$ cat src/rtl/prefix_accumulator_pkg.sv
// Shared definitions for the prefix accumulator and its adder:
// default widths and the controller state encoding.
package prefix_accumulator_pkg;

    localparam int ACC_N     = 64;
    localparam int ACC_CNT_W = 8;

    typedef enum logic [1:0] {
        IDLE  = 2'd0,
        ACCUM = 2'd1,
        DONE  = 2'd2
    } state_e;

endpackage

$ cat src/rtl/N_bit_Ladner_fischer_adder.sv
// N-bit Ladner-Fischer parallel prefix adder, fully combinational.
// Carry-in is folded into the bit-0 generate term so the prefix tree yields every carry.
module N_bit_Ladner_fischer_adder
    import prefix_accumulator_pkg::*;
#(
    parameter int N = ACC_N
) (
    input  logic [N-1:0] a,
    input  logic [N-1:0] b,
    input  logic         cin,
    output logic [N-1:0] s,
    output logic         cout
);

    localparam int LV = (N > 1) ? $clog2(N) : 1;

    logic [N-1:0] p0;
    logic [N-1:0] gCur;
    logic [N-1:0] pCur;
    logic [N-1:0] gNxt;
    logic [N-1:0] pNxt;

    // Each level merges a bit with the last bit of the preceding 2^l-wide block.
    always_comb begin
        p0      = a ^ b;
        gCur    = a & b;
        gCur[0] = gCur[0] | (p0[0] & cin);
        pCur    = p0;
        gNxt    = gCur;
        pNxt    = pCur;
        for (int l = 0; l < LV; l++) begin
            gNxt = gCur;
            pNxt = pCur;
            for (int i = 0; i < N; i++) begin
                if (((i >> l) & 1) == 1) begin
                    gNxt[i] = gCur[i] | (pCur[i] & gCur[((i >> l) << l) - 1]);
                    pNxt[i] = pCur[i] & pCur[((i >> l) << l) - 1];
                end
            end
            gCur = gNxt;
            pCur = pNxt;
        end
    end

    assign s    = p0 ^ {gCur[N-2:0], cin};
    assign cout = gCur[N-1];

endmodule

$ cat src/rtl/prefix_accumulator.sv
// Streams a job of len operands through the prefix adder into a running sum,
// counting carry-outs so {out_hi, out_sum} is the exact unsigned total.
module prefix_accumulator
    import prefix_accumulator_pkg::*;
#(
    parameter int N     = ACC_N,
    parameter int CNT_W = ACC_CNT_W
) (
    input  logic             clk,
    input  logic             rst,
    input  logic             start,
    input  logic [CNT_W-1:0] len,
    input  logic             in_valid,
    output logic             in_ready,
    input  logic [N-1:0]     in_data,
    output logic             out_valid,
    input  logic             out_ready,
    output logic [N-1:0]     out_sum,
    output logic [CNT_W-1:0] out_hi,
    output logic             busy
);

    state_e           state_q, state_d;
    logic [N-1:0]     acc_q, acc_d;
    logic [CNT_W-1:0] hi_q, hi_d;
    logic [CNT_W-1:0] remaining_q, remaining_d;
    logic [N-1:0]     addSum;
    logic             addCout;
    logic             beat;

    N_bit_Ladner_fischer_adder #(
        .N(N)
    ) u_adder (
        .a   (acc_q),
        .b   (in_data),
        .cin (1'b0),
        .s   (addSum),
        .cout(addCout)
    );

    assign in_ready  = (state_q == ACCUM);
    assign out_valid = (state_q == DONE);
    assign busy      = (state_q == ACCUM) || (state_q == DONE);
    assign beat      = in_valid & in_ready;
    assign out_sum   = acc_q;
    assign out_hi    = hi_q;

    // A start seen together with the DONE handshake is dropped; it must come again in IDLE.
    always_comb begin
        state_d     = state_q;
        acc_d       = acc_q;
        hi_d        = hi_q;
        remaining_d = remaining_q;
        case (state_q)
            IDLE: begin
                if (start) begin
                    acc_d       = '0;
                    hi_d        = '0;
                    remaining_d = len;
                    state_d     = (len == '0) ? DONE : ACCUM;
                end
            end
            ACCUM: begin
                if (beat) begin
                    acc_d       = addSum;
                    hi_d        = hi_q + CNT_W'(addCout);
                    remaining_d = remaining_q - 1'b1;
                    if (remaining_q == CNT_W'(1)) begin
                        state_d = DONE;
                    end
                end
            end
            DONE: begin
                if (out_ready) begin
                    state_d = IDLE;
                end
            end
            default: state_d = IDLE;
        endcase
    end

    always_ff @(posedge clk or posedge rst) begin
        if (rst) begin
            state_q     <= IDLE;
            acc_q       <= '0;
            hi_q        <= '0;
            remaining_q <= '0;
        end else begin
            state_q     <= state_d;
            acc_q       <= acc_d;
            hi_q        <= hi_d;
            remaining_q <= remaining_d;
        end
    end

endmodule

$ cat config.mk
export PLATFORM = sky130hd
export DESIGN_NAME = prefix_accumulator
export DESIGN_NICKNAME = d
export VERILOG_FILES = /design/src/rtl/prefix_accumulator_pkg.sv /design/src/rtl/N_bit_Ladner_fischer_adder.sv /design/src/rtl/prefix_accumulator.sv
export SDC_FILE = /design/constraint.sdc
export NUM_CORES = 1
export LEC_CHECK = 0
export CORE_ASPECT_RATIO = 0.8
export CORE_MARGIN = 2
export CORE_UTILIZATION = 25
export CTS_CLUSTER_DIAMETER = 120
export CTS_CLUSTER_SIZE = 12
export DETAILED_ROUTE_END_ITERATION = 10
export HOLD_SLACK_MARGIN = 0.15
export PLACE_DENSITY = 0.51
export SLEW_MARGIN = 10
export SYNTH_ARGS = -nofsm -noshare
export SYNTH_HDL_FRONTEND = slang
export SYNTH_SLANG_ARGS = --single-unit
$ cat constraint.sdc
create_clock -name clk -period 3.9 [get_ports clk]
set_input_delay 0.78 -clock clk [delete_from_list [all_inputs] [get_ports clk]]
set_output_delay 0.78 -clock clk [all_outputs]
set_load 0.005 [all_outputs]
==> results of run 1 <==
-- synth_stat cells, types with 2 or more instances --
cell      number
a41oi_1        3
inv_1         32
a31oi_1        4
ha_1          70
a32o_1         2
a22oi_1        3
or3_1          5
nor3_1         5
a21o_1        17
xor2_1        29
nand4_1       15
buf_1          4
fa_1           6
o21bai_1       8
o31ai_1        3
a21oi_1       52
xnor2_1       27
nor4_1         3
o22ai_1        9
nor2b_1        9
o41ai_1        3
nand2b_1       7
o21a_1         4
nand3_1       18
a211oi_1       2
clkbuf_1      15
nand2_1       82
nor2_1        22
o21ai_0       67
a21boi_0       2
and3_1         2
a22o_1        11
dfrtp_1       82
-- sequential cells by signal, indices dropped and copies added (netlist names) --
signal,flops
out_sum,64
out_hi,8
state_q,2
remaining_q,8
-- cell type report --
| class | instances | area, um2 |
|---|---|---|
| clock inverters | 7 | 76.3 |
| well taps | 306 | 383 |
| inverters | 32 | 121 |
| fillers | 2277 | 13500 |
| clock buffers | 9 | 225 |
| flip-flops and latches | 82 | 2050 |
| repair buffers | 265 | 2360 |
| multi-input cells | 508 | 3910 |
-- metal layers --
layer / wire length, um / track usage [%]
met3: 836 / 3.39
met4: 152 / 2.96
met5: 13 / 0
met1: 9340 / 21.6
met2: 7470 / 22.0
-- cell families after synthesis --
logic type	synth area share, %
buffers and inverters	3.30
AO/OA/AOI/OAI	21.3
multiplexers	0.172
AND/OR/NAND/NOR	14.3
adder cells (fa/ha/maj)	17.2
XOR/XNOR	8.45
flip-flops	35.4
-- power by group --
| part | total (mW) | switching, mW | internal [mW] |
|---|---|---|---|
| combinational | 3.78 | 1.82 | 1.96 |
| clock | 0.892 | 0.390 | 0.503 |
| sequential | 1.46 | 0.305 | 1.16 |
-- critical path, stage by stage --
cell	delay (ns)
clkdlybuf4s50_1	0.42
ha_1	0.31
nand4_1	0.14
nor3_2	0.21
buf_4	0.15
buf_4	0.09
buf_4	0.10
a41oi_2	0.14
a21oi_1	0.16
and2b_2	0.24
o221ai_2	0.18
a41o_1	0.23
o21ai_2	0.07
nand2b_1	0.08
ha_2	0.18
nand4_1	0.15
or3_1	0.37
a21oi_1	0.12
-- repair_timing --
item                                    CTS  global route
setup buffers                             7             4
resized for setup                        41            37
endpoints found under the setup margin   12             7
pin swaps                                29            34
-- metrics by stage --
stage	util (%)	hold slack [ns]	instances
floorplan	-	0.475	641
global placement	37.5	0.498	1182
detailed placement	37.5	0.500	1182
CTS	39.6	0.517	1205
global route	40.4	0.542	1209
finish	40.4	0.513	1209
-- worst max-delay path by stage --
stage	cells past startpoint	startpoint	to	slack (ns)
floorplan	18	in_data[0]	out_hi[5]	-0.02
CTS	19	in_data[0]	out_hi[7]	-0.02
global placement	20	in_data[0]	out_hi[5]	-0.77
finish	18	in_data[22]	out_hi[5]	0.05
detailed placement	19	in_data[0]	out_hi[5]	-0.81
global route	17	in_data[6]	out_hi[5]	-0.18
==> results.py, run 1 <==
metrics = {
    "finish": {
        "antennaDiodeCount": 0,
        "final_area_um2": 9130,
        "drive_gt1_share_pct": 21.0,
        "syn_to_final_growth_pct": 57.4,
        "layout_commonest_cell": "clkdlybuf4s50_1",
        "fin_nets": 1051,
        "layout_common_cells": "clkdlybuf4s50_1 (129), buf_4 (113), dfrtp_1 (82)",
    },
    "cts": {
        "clock_latency_ns": 0.35,
        "cts_htree_levels": 3,
        "cts_root_buf": "clkbuf_16",
        "cts_tree": "done",
        "cts_hold_buf": 0,
        "cts.clk_slew.worst_paths_ns": 0.07,
        "clockBufferDepth": 2,
        "cts_buffers": 9,
        "cts_sinks": 82,
    },
    "timing": {
        "finalSetupViolCount": 0,
        "fin_ws_ns": 0.0530,
        "period_minus_slack_ns": 3.85,
        "finalClockSkew_ns": 0.0119,
        "max_slew.worst_pin.slew_ns": 0.813,
        "rsz0062_at_grt": "true",
        "hold_violations": 0,
        "period_share_pct": 98.6,
        "fmax_mhz": 260,
        "tns_ns": 0,
        "slew_viol_final": 0,
        "slew-limit-headroom_pct": 45.8,
    },
    "routing": {
        "wl_per_cell_um": 14.7,
        "num_vias": 5601,
        "viasPerCell": 4.63,
        "dr.pass1.iters": 4,
        "drcViolationCount": 0,
        "routed_wl_um": 17800,
        "drt_iter0_markers": 217,
        "ant_nets": 0,
    },
    "critical_path": {
        "startpoint_type": "input pin",
        "r2r_setup_slack_ns": 0.15,
        "crit_arrival_ns": 4.13,
        "criticalPathCategory": "input pin to flip-flop",
        "reg2reg_from": "out_sum[0]",
        "worstReg2RegEnd": "out_hi[5]",
        "cp-end-kind": "flip-flop",
        "crit_path_max_fanout": 4,
        "reg2reg_depth": 18,
        "critical_path_required_ns": 4.18,
    },
    "floorplanning": {
        "start_util_pct": 25.7,
        "row_count": 49,
        "die_area_um2": 24500,
        "core_um2": 22600,
        "num_io_pins": 152,
        "die_x_um": 174,
        "die_h_um": 140,
    },
    "power_and_ir_drop": {
        "power.density_nw_per_um2": 672,
        "power_mw": 6.13,
        "p_leak_nw": 4.12,
        "peakVddDrop_mv": 0.273,
    },
    "logic_synthesis": {
        "synth.top_cell.area_share_pct": 35.4,
        "synth_cell_type_count": 51,
        "synth_area_um2": 5800,
        "synth_cells": 641,
        "yosysWarnings": 0,
        "synthFlopType": "dfrtp_1",
        "yosys-top-cells-area": "dfrtp_1 (35%), ha_1 (15%), o21ai_0 (5.8%)",
        "async_flop_share_pct": 100,
        "yosysTopAreaCell": "dfrtp_1",
        "yosysSeqAreaShare_pct": 35.4,
        "synth_edf_count": 0,
        "synth.net_count": 794,
        "ys_seq_elements": 82,
        "syn_avg_cell_area_um2": 9.05,
    },
    "hold_path": {
        "min_to": "out_sum[19]",
        "hp-class": "flip-flop to flip-flop",
        "min_path_cells": 2,
        "min_from": "out_sum[19]",
    },
    "grt": {
        "grt_pass1_vias": 5602,
        "grt_antenna_before_repair": 1,
        "grt-ovfl-total": 0,
        "grt_max_degree": 43,
        "grtUsageTotal_pct": 14.7,
        "grt_pass1_wl_um": 29000,
    },
    "placement": {
        "place_ws_ns": -0.811,
        "hpwl_um": 13200,
        "port_buffers": 151,
        "dpl_cell_area_um2": 8480,
        "place_congestion": 0.797,
    },
    "job": {
        "max-cap-violations": 0,
    },
    "run_status": {
        "status": "complete, no violations",
    },
}
Note: power is estimated with default switching activity, not from simulation.
==> run 2: changes to the inputs <==
- CTS_CLUSTER_DIAMETER: 120 -> 60
==> results of run 2 <==
No change in the layout: final DEF, timing and power equal those of run 1.
==> run 3: changes to the inputs <==
- CORE_ASPECT_RATIO: 0.8 -> 1.2
==> run 3 against run 2 <==
Against the previous run: non-clock buffer count shrank 3; sequential power is essentially flat; core utilization shrank 0.44 points; critical path type unchanged; fmax grew 1.6%; count of clock-buffer cells in the layout grew 1; register-to-register slack gained 0.03 ns; combinational power shrank 1%; highest routed layer is now met4; first-iteration DRC count shrank 30%; critical endpoint is now out_hi[7]; sequential share of layout area shrank 0.098 points.
==> results.py, run 3 (synthesized netlist as in run 1, its figures left out) <==
metrics = {
    "cts": {
        "cts_hold_buf": 0,
        "cts_sinks": 82,
        "clock_latency_ns": 0.35,
        "clockBufferDepth": 2,
        "cts_buffers": 9,
        "cts_root_buf": "clkbuf_16",
        "cts.clk_slew.worst_paths_ns": 0.07,
        "cts_htree_levels": 3,
        "cts_tree": "done",
    },
    "grt": {
        "grt_pass1_vias": 5606,
        "grt_max_degree": 44,
        "grt-ovfl-total": 0,
        "grt_pass1_wl_um": 28300,
        "grt_antenna_before_repair": 0,
        "grtUsageTotal_pct": 14.6,
    },
    "finish": {
        "fin_nets": 1048,
        "largest_reg_flops": 64,
        "layout_common_cells": "clkdlybuf4s50_1 (128), buf_4 (109), dfrtp_1 (82)",
        "final_area_um2": 9170,
        "antennaDiodeCount": 0,
        "syn_to_final_growth_pct": 58.0,
        "fillers": 2305,
        "layout_commonest_cell": "clkdlybuf4s50_1",
        "drive_gt1_share_pct": 21.1,
    },
    "timing": {
        "period_minus_slack_ns": 3.79,
        "slew_viol_final": 0,
        "finalClockSkew_ns": 0.0111,
        "max_slew.worst_pin.slew_ns": 0.833,
        "fmax_mhz": 264,
        "fin_hold_ws_ns": 0.516,
        "rsz0062_at_grt": "true",
        "finalSetupViolCount": 0,
        "fin_ws_ns": 0.113,
        "hold_violations": 0,
        "slew-limit-headroom_pct": 44.5,
        "tns_ns": 0,
        "period_share_pct": 97.1,
    },
    "routing": {
        "wl_per_cell_um": 14.5,
        "num_vias": 5542,
        "drcViolationCount": 0,
        "dr.pass1.iters": 4,
        "viasPerCell": 4.57,
        "drt_iter0_markers": 151,
        "routed_wl_um": 17700,
        "ant_nets": 0,
    },
    "run_status": {
        "status": "complete, no violations",
    },
    "floorplanning": {
        "num_io_pins": 152,
        "start_util_pct": 25.3,
        "die_area_um2": 24500,
        "die_h_um": 171,
        "die_x_um": 143,
        "row_count": 61,
        "core_um2": 23000,
    },
    "critical_path": {
        "startpoint_type": "input pin",
        "r2r_setup_slack_ns": 0.18,
        "worstReg2RegEnd": "out_hi[7]",
        "reg2reg_depth": 18,
        "critical_path_required_ns": 4.17,
        "reg2reg_from": "out_sum[0]",
        "crit_path_max_fanout": 4,
        "crit_arrival_ns": 4.06,
        "cp-end-kind": "flip-flop",
        "criticalPathCategory": "input pin to flip-flop",
    },
    "hold_path": {
        "min_from": "out_sum[22]",
        "min_to": "out_sum[22]",
        "min_path_cells": 2,
        "hp-class": "flip-flop to flip-flop",
    },
    "power_and_ir_drop": {
        "power.density_nw_per_um2": 667,
        "p_leak_nw": 4.15,
        "peakVddDrop_mv": 0.224,
        "power_mw": 6.11,
    },
    "placement": {
        "dpl_cell_area_um2": 8430,
        "place_congestion": 0.779,
        "hpwl_um": 13100,
        "port_buffers": 151,
        "place_ws_ns": -0.785,
    },
    "job": {
        "max-cap-violations": 0,
    },
}
==> run 3: changes by cell type in the layout (fill, tap and decap cells not counted), moves of 2 or more <==
cell and delta:
a21oi_1 -2, buf_4 -4, clkbuf_2 +2, dlygate4sd2_1 -4
dlymetal6s2s_1 +4, inv_6 -3
==> run 3: worst max-delay path by stage <==
stage	to	from	slack, ns
2_1_floorplan	out_hi[5]	in_data[0]	-0.02
3_3_place_gp	out_hi[5]	in_data[0]	-0.71
3_5_place_dp	out_hi[5]	in_data[0]	-0.78
4_1_cts	out_hi[7]	in_data[21]	0.002
5_1_grt	out_hi[7]	in_data[0]	-0.15
6_report	out_hi[7]	in_data[11]	0.11
==> run 3: worst max-delay path: stages <==
cell             delay [ns]
clkdlybuf4s50_1        0.41
ha_1                   0.33
nand2_1                0.10
o21bai_2               0.22
o211ai_2               0.26
a41oi_4                0.17
a21oi_2                0.15
and2b_2                0.24
o221ai_2               0.18
a41o_1                 0.23
o21ai_2                0.07
nand2b_1               0.07
ha_2                   0.17
nand4_1                0.15
or3_1                  0.38
a21oi_2                0.14
==> run 3: stage by stage <==
step | std cells | util [%]
2_1_floorplan | 641 | -
3_3_place_gp | 1183 | 36.7
3_5_place_dp | 1183 | 36.7
4_1_cts | 1208 | 38.7
5_1_grt | 1214 | 39.9
6_report | 1214 | 39.9
==> run 3: final cells by class <==
class,count,area (um2),share of cell area [%]
clock inverters,5,80.1,0.873
inverters,32,121,1.32
well taps,315,394,4.30
multi-input cells,508,3950,43.0
clock buffers,10,229,2.50
flip-flops and latches,82,2050,22.4
repair buffers,262,2350,25.6
==> run 3: what timing repair did <==
| action | in CTS | in global routing |
|---|---|---|
| buffers inserted | 10 | 8 |
| gates resized for setup | 32 | 57 |
| cloned | 0 | 0 |
| endpoints found under the setup margin | 9 | 7 |
| endpoints found under the hold margin | 0 | 0 |
| pin swaps | 32 | 37 |
==> run 3: routing by layer <==
metal  global-route usage [%]  wire [um]
met1                     18.8       8160
met4                     3.75        122
met2                     25.4       8820
met5                        0          0
met3                     2.38        549
==> run 3: power breakdown <==
| group | switching, mW | internal (mW) |
|---|---|---|
| clock | 0.366 | 0.557 |
| combinational | 1.79 | 1.94 |
| sequential | 0.303 | 1.16 |
| total | 2.46 | 3.66 |
==> edit 1, RTL diff (config.mk and constraints of run 3) <==
Encoding of `state_e`: now one-hot (3 bits for 3 states).
--- a/src/rtl/prefix_accumulator_pkg.sv
+++ b/src/rtl/prefix_accumulator_pkg.sv
@@ -5,10 +5,10 @@
     localparam int ACC_N     = 64;
     localparam int ACC_CNT_W = 8;
 
-    typedef enum logic [1:0] {
-        IDLE  = 2'd0,
-        ACCUM = 2'd1,
-        DONE  = 2'd2
+    typedef enum logic [2:0] {
+        IDLE  = 3'b001,
+        ACCUM = 3'b010,
+        DONE  = 3'b100
     } state_e;
 
 endpackage
Formal check against the unedited RTL: same outputs for any inputs over 4 cycles, from zero or initial values and one cycle with rst high; so few cycles prove little.
==> edit 1 against run 3 <==
- total power grew 2.3%
- cell count grew 5.5%
- global-route usage grew 0.60 points
- clock skew grew 0.0013 ns
- hold slack lost 0.020 ns
- setup slack gained 0.057 ns
- synthesized area grew 6.5%
- sequential share of layout area shrank 0.39 points
- sequential power grew 8%
- final area grew 3.1%
- register-to-register slack gained 0.35 ns
- count of clock-buffer cells in the layout shrank 1
- routed wire length grew 12%
- sequential cell count grew 1
==> edit 1: results (changes against run 3) <==
pre-CTS setup slack -0.5374 ns (+0.2472 ns); worst min path class reg2reg; ANT cells 0 (unchanged); warnings from Yosys 0 (unchanged); Post-Synthesis Cells 702 (+9.5%); maximum clock path buffer count 2 (unchanged); IO buf count 151 (unchanged); HPWL reported at the end of detailed placement 14790 um (+13%); top_reg_cell synth dfrtp_1; clock-pin slew on the worst setup and hold paths 0.07 ns (about the same); # fillers 2491 (+8.1%); first-pass detailed-route iteration total 4 (unchanged); routability congestion estimate from global placement 0.7850 (+0.78%); GR Layer Usage met2 27.13% (+1.7 points); ranking of synthesized cells by area dfrtp_1, ha_1, nand2_1; CP Data Arrival Time 4.01 ns (-0.05 ns); DR iter-0 viols 211 (+40%); gr usage total 15.21% (+0.60 points); vias in the first global route 6193 (+10%); Max VDD drop 0.2490 mV (+11%); Sw Ratio 40.12% (-0.10 points); H-tree levels 3 (unchanged); vias after detailed routing 6148 (+11%); DP Cell Count 1258 (+6.3%); Leak 4.325 nW (+4.3%); met1 Track Usage GR 19.09% (+0.31 points); Max-slew headroom 46.84% (+2.4 points); Distinct cells, synth 71 (+39%); Skew-Pair Late Insertion Delay 0.36 ns; synth cell count leaders dfrtp_1, nand2_1, ha_1, o21ai_0, nand3_1; worst-case clock skew 0.01244 ns (+0.001290 ns); slowest stage cell, crit path clkdlybuf4s50_1; layout cell share with drive strength beyond 1 18.31% (-2.8 points); nets@finish 1101 (+5.1%); first-pass GRT wire length 31520 um (+11%); CP max stage delay 0.43 ns (+0.02 ns); antenna violations before repair 0 (unchanged); largest net degree at the start of global routing 51 (+16%); GRT met3 Usage 2.532% (+0.15 points); TritonCTS Buffers 9 (unchanged); max reg flops 64 (unchanged); sequential-to-total area share from yosys stat 33.64% (-1.7 points); via-per-instance ratio 4.799 (+5.1%); Synth async-reset ratio 100.0% (unchanged); Routed WL 19680 um (+12%); CTS root buf clkbuf_16; outcome finished, final reports clean; Crit Path Max Fanout 4 (unchanged); post-synthesis net count 852 (+7.3%)
[edit 1: power groups by stage]
stage	Combinational [mW]	Sequential, mW	Clock [mW]
finish	3.76	1.57	0.929
global route	4.21	1.63	0.996
CTS	3.66	1.56	0.967
detailed placement	3.62	1.57	0
global placement	3.60	1.57	0
floorplan	1.93	1.50	0
[edit 1: area by class of cell]
type | count | area [um2] | share of cell area (%)
clock buffer | 9 | 225.2 | 2.383
multi-input combinational | 562 | 4130 | 43.70
clock inverter | 7 | 82.58 | 0.8737
tap | 325 | 406.6 | 4.302
timing repair buffer | 261 | 2400 | 25.39
sequential | 83 | 2078 | 21.99
inverter | 34 | 128.9 | 1.364
[edit 1: what timing repair did]
item                                    in CTS  in global routing
pin swaps                                    7                 24
gates resized for setup                      5                 44
endpoints found under the setup margin       6                  6
setup buffers                                1                  6
hold buffers                                 0                  0
[edit 1: through the flow]
step                instance area, um2  hold WS, ns
floorplan                         6178       0.4514
global placement                  8828       0.4848
detailed placement                8828       0.4877
CTS                               9165       0.4974
global route                      9452       0.5322
finish                            9452       0.4960
[edit 1: final timing paths]
path                                   startpoint  slack (ns)  cells after the start                 endpoint
setup / recovery                      in_data[36]        0.17                     17    out_hi[5]$_DFFE_PP0P_
hold / removal             state_q[2]$_DFFE_PP0P_        0.50                      1   state_q[1]$_DFFE_PP0P_
setup reg to reg           out_sum[0]$_DFFE_PP0P_        0.53                     17    out_hi[5]$_DFFE_PP0P_
hold reg to reg            state_q[2]$_DFFE_PP0P_        0.50                      1   state_q[1]$_DFFE_PP0P_
max in group asynchronous                     rst        2.35                      3  out_sum[34]$_DFFE_PP0P_
min in group asynchronous                     rst        0.82                      2   out_sum[8]$_DFFE_PP0P_
[edit 1: logic make-up after synthesis]
| kind of cell | after synthesis | synth area share [%] |
|---|---|---|
| AOI/OAI and AO/OA | 217 | 23.75 |
| xor gates and xnor gates | 26 | 3.686 |
| adders and majority gates | 73 | 15.51 |
| buffers and inverters | 57 | 3.524 |
| DFF | 83 | 33.64 |
| muxes | 1 | 0.1620 |
| and+or+nand+nor | 245 | 19.72 |
[edit 1: critical path: cells and delay by family]
family	cells	cell delay, ns
AOI/OAI and AO/OA	4	0.77
xor gates and xnor gates	1	0.15
adders and majority gates	2	0.55
buffers and inverters	3	0.77
and+or+nand+nor	7	0.99
[edit 1: layer usage]
metal	vias up	share of wire (%)
met3	14	3.5
met1	2936	45
met2	101	51
met5	-	0
met4	0	1.0
li1	3097	-
==> edit 2, RTL diff (settings of run 3) <==
Made on the original files. `ACC_CNT_W`: 8 -> 6.
--- a/src/rtl/prefix_accumulator_pkg.sv
+++ b/src/rtl/prefix_accumulator_pkg.sv
@@ -3,7 +3,7 @@
 package prefix_accumulator_pkg;
 
     localparam int ACC_N     = 64;
-    localparam int ACC_CNT_W = 8;
+    localparam int ACC_CNT_W = 6;
 
     typedef enum logic [1:0] {
         IDLE  = 2'd0,
Ports: changed (resized len and out_hi); port bits go from 152 to 148. No check against the original RTL was run, so the function may have changed too.
==> edit 2 against run 3 <==
- setup slack better by 0.12 ns
- sequential cell count down 4
- synthesized area up 1.1%
- final area down 4.3%
- hold slack worse by 0.0070 ns
- routed wire length up 1.2%
- utilization down 2.0 points
- synthesized cell count up 2.2%
- clock power up 5.2%
- sequential share of layout area down 0.14 points
- total power down 3.1%
- critical path type unchanged
- critical endpoint is now out_hi[4]$_DFFE_PP0P_
==> edit 2: results (changes against run 3) <==
GR Layer Usage met2 25.59% (+0.19 points); Leak 4.010 nW (-3.3%); ANT cells 1 (+1); clock buf count 11 (+1); first-pass GRT wire length 28950 um (+2.3%); # fillers 2386 (+3.5%); mux cell area share after synthesis 1.024% (+0.85 points); vias after detailed routing 5623 (+1.5%); Max VDD drop 0.2195 mV (-2.1%); worst slew pin tran 0.8522 ns (+0.01932 ns); area post-placement 8325 um2 (-1.2%); final hold slack 0.5092 ns (-0.006956 ns); Cell Pwr Density 675.0 nW/um2 (+1.2%); sequential-to-total area share from yosys stat 33.28% (-2.1 points); worst-case clock skew 0.006840 ns (-0.004310 ns); antenna violations before repair 1 (+1); GRT met3 Usage 2.673% (+0.29 points); post-synthesis net count 806 (+1.5%); CP Data Arrival Time 3.88 ns (-0.18 ns); HPWL reported at the end of detailed placement 13590 um (+3.4%); nets@finish 1035 (-1.2%); setup slack, reg-to-reg 0.50 ns (+0.32 ns); IO buf count 147 (-2.6%); routed wl met2 8636 um (-2.1%); Distinct cells, synth 59 (+16%); multi-input gates 511 (+0.59%); Final Worst Setup Slack 0.2317 ns (+0.1184 ns); hold_sp state_q[1]$_DFFE_PP0P_; synth cell count leaders dfrtp_1, nand2_1, ha_1, o21ai_0, inv_1; FF-to-FF End out_hi[4]$_DFFE_PP0P_; wire length per cell 14.82 um (+1.9%); nonclk buf count 236 (-9.9%); Synth Area in Compound Gates 23.83% (+2.6 points); WHS Endpoint state_q[1]$_DFFE_PP0P_; routability congestion estimate from global placement 0.8263 (+6.1%); flops & latches, synth 78 (-4.9%); Synth async-reset ratio 100.0% (unchanged); gr usage total 14.92% (+0.31 points); Seq area share 22.23% (-0.14 points); DR iter-0 viols 179 (+19%); routed wl met3 771 um (+40%); max reg flops 64 (unchanged); met1 Track Usage GR 18.80% (+0.032 points); inverters 48 (+50%); vias in the first global route 5744 (+2.5%); multi-input gate share of total cell area 42.71% (-0.30 points); Post-Synth Adder-Cell Area 16.98% (-0.18 points); NonClk Buf Share 24.67% (-0.95 points); outcome finished, final reports clean; Met1 Routed Length 8149 um (about the same); largest net degree at the start of global routing 79 (+80%); Crit Path Max Fanout 2 (-2); maximum clock path buffer count 2 (unchanged); ranking of synthesized cells by area dfrtp_1, ha_1, nand2_1; ClkCell Share 3.805% (+0.44 points); post-synthesis xor/xnor area fraction 5.526% (-2.9 points); layout cell share with drive strength beyond 1 15.07% (-6.1 points); pre-CTS setup slack -0.5497 ns (+0.2349 ns)
edit 2: changes by cell type in the layout (fill, tap and decap cells not counted), moves of 13 or more:
cell	delta
clkdlybuf4s50_1	+17
buf_4	-22
nor2_1	+13
inv_1	+16
ha_4	-17
ha_1	+19
edit 2: report_power, final:
| part | switching, mW | internal, mW | leakage [nW] |
|---|---|---|---|
| Combinational | 1.78 | 1.81 | 2.83 |
| Clock | 0.375 | 0.597 | 0.162 |
| Sequential | 0.265 | 1.11 | 1.02 |
| Total | 2.42 | 3.51 | 4.01 |
edit 2: critical path, delay by kind of cell:
| family | cells | cell delay (ns) |
|---|---|---|
| xor+xnor | 1 | 0.18 |
| fa+ha+maj | 3 | 0.60 |
| compound gates | 6 | 1.20 |
| simple gates | 5 | 0.68 |
| buf+inv | 1 | 0.42 |
edit 2: per-stage QoR:
stage | TNS [ns] | instances
3_5_place_dp | -3.814 | 1182
3_3_place_gp | -2.947 | 1182
2_1_floorplan | 0 | 655
4_1_cts | 0 | 1202
6_report | 0 | 1205
5_1_grt | 0 | 1204
edit 2: worst max-delay path by stage:
stage / end / depth (start not counted) / from
3_5_place_dp: out_hi[5]$_DFFE_PP0P_ / 20 / in_data[0]
3_3_place_gp: out_hi[5]$_DFFE_PP0P_ / 20 / in_data[0]
5_1_grt: out_hi[5]$_DFFE_PP0P_ / 17 / in_data[22]
2_1_floorplan: out_hi[5]$_DFFE_PP0P_ / 18 / in_data[0]
6_report: out_hi[4]$_DFFE_PP0P_ / 16 / in_data[14]
4_1_cts: out_hi[5]$_DFFE_PP0P_ / 17 / in_data[9]
edit 2: what timing repair did:
| action | CTS | global route |
|---|---|---|
| resized for setup | 13 | 7 |
| pin swaps | 14 | 14 |
| setup endpoints to repair | 5 | 5 |
| buffers inserted | 4 | 2 |
| gates cloned | 0 | 0 |
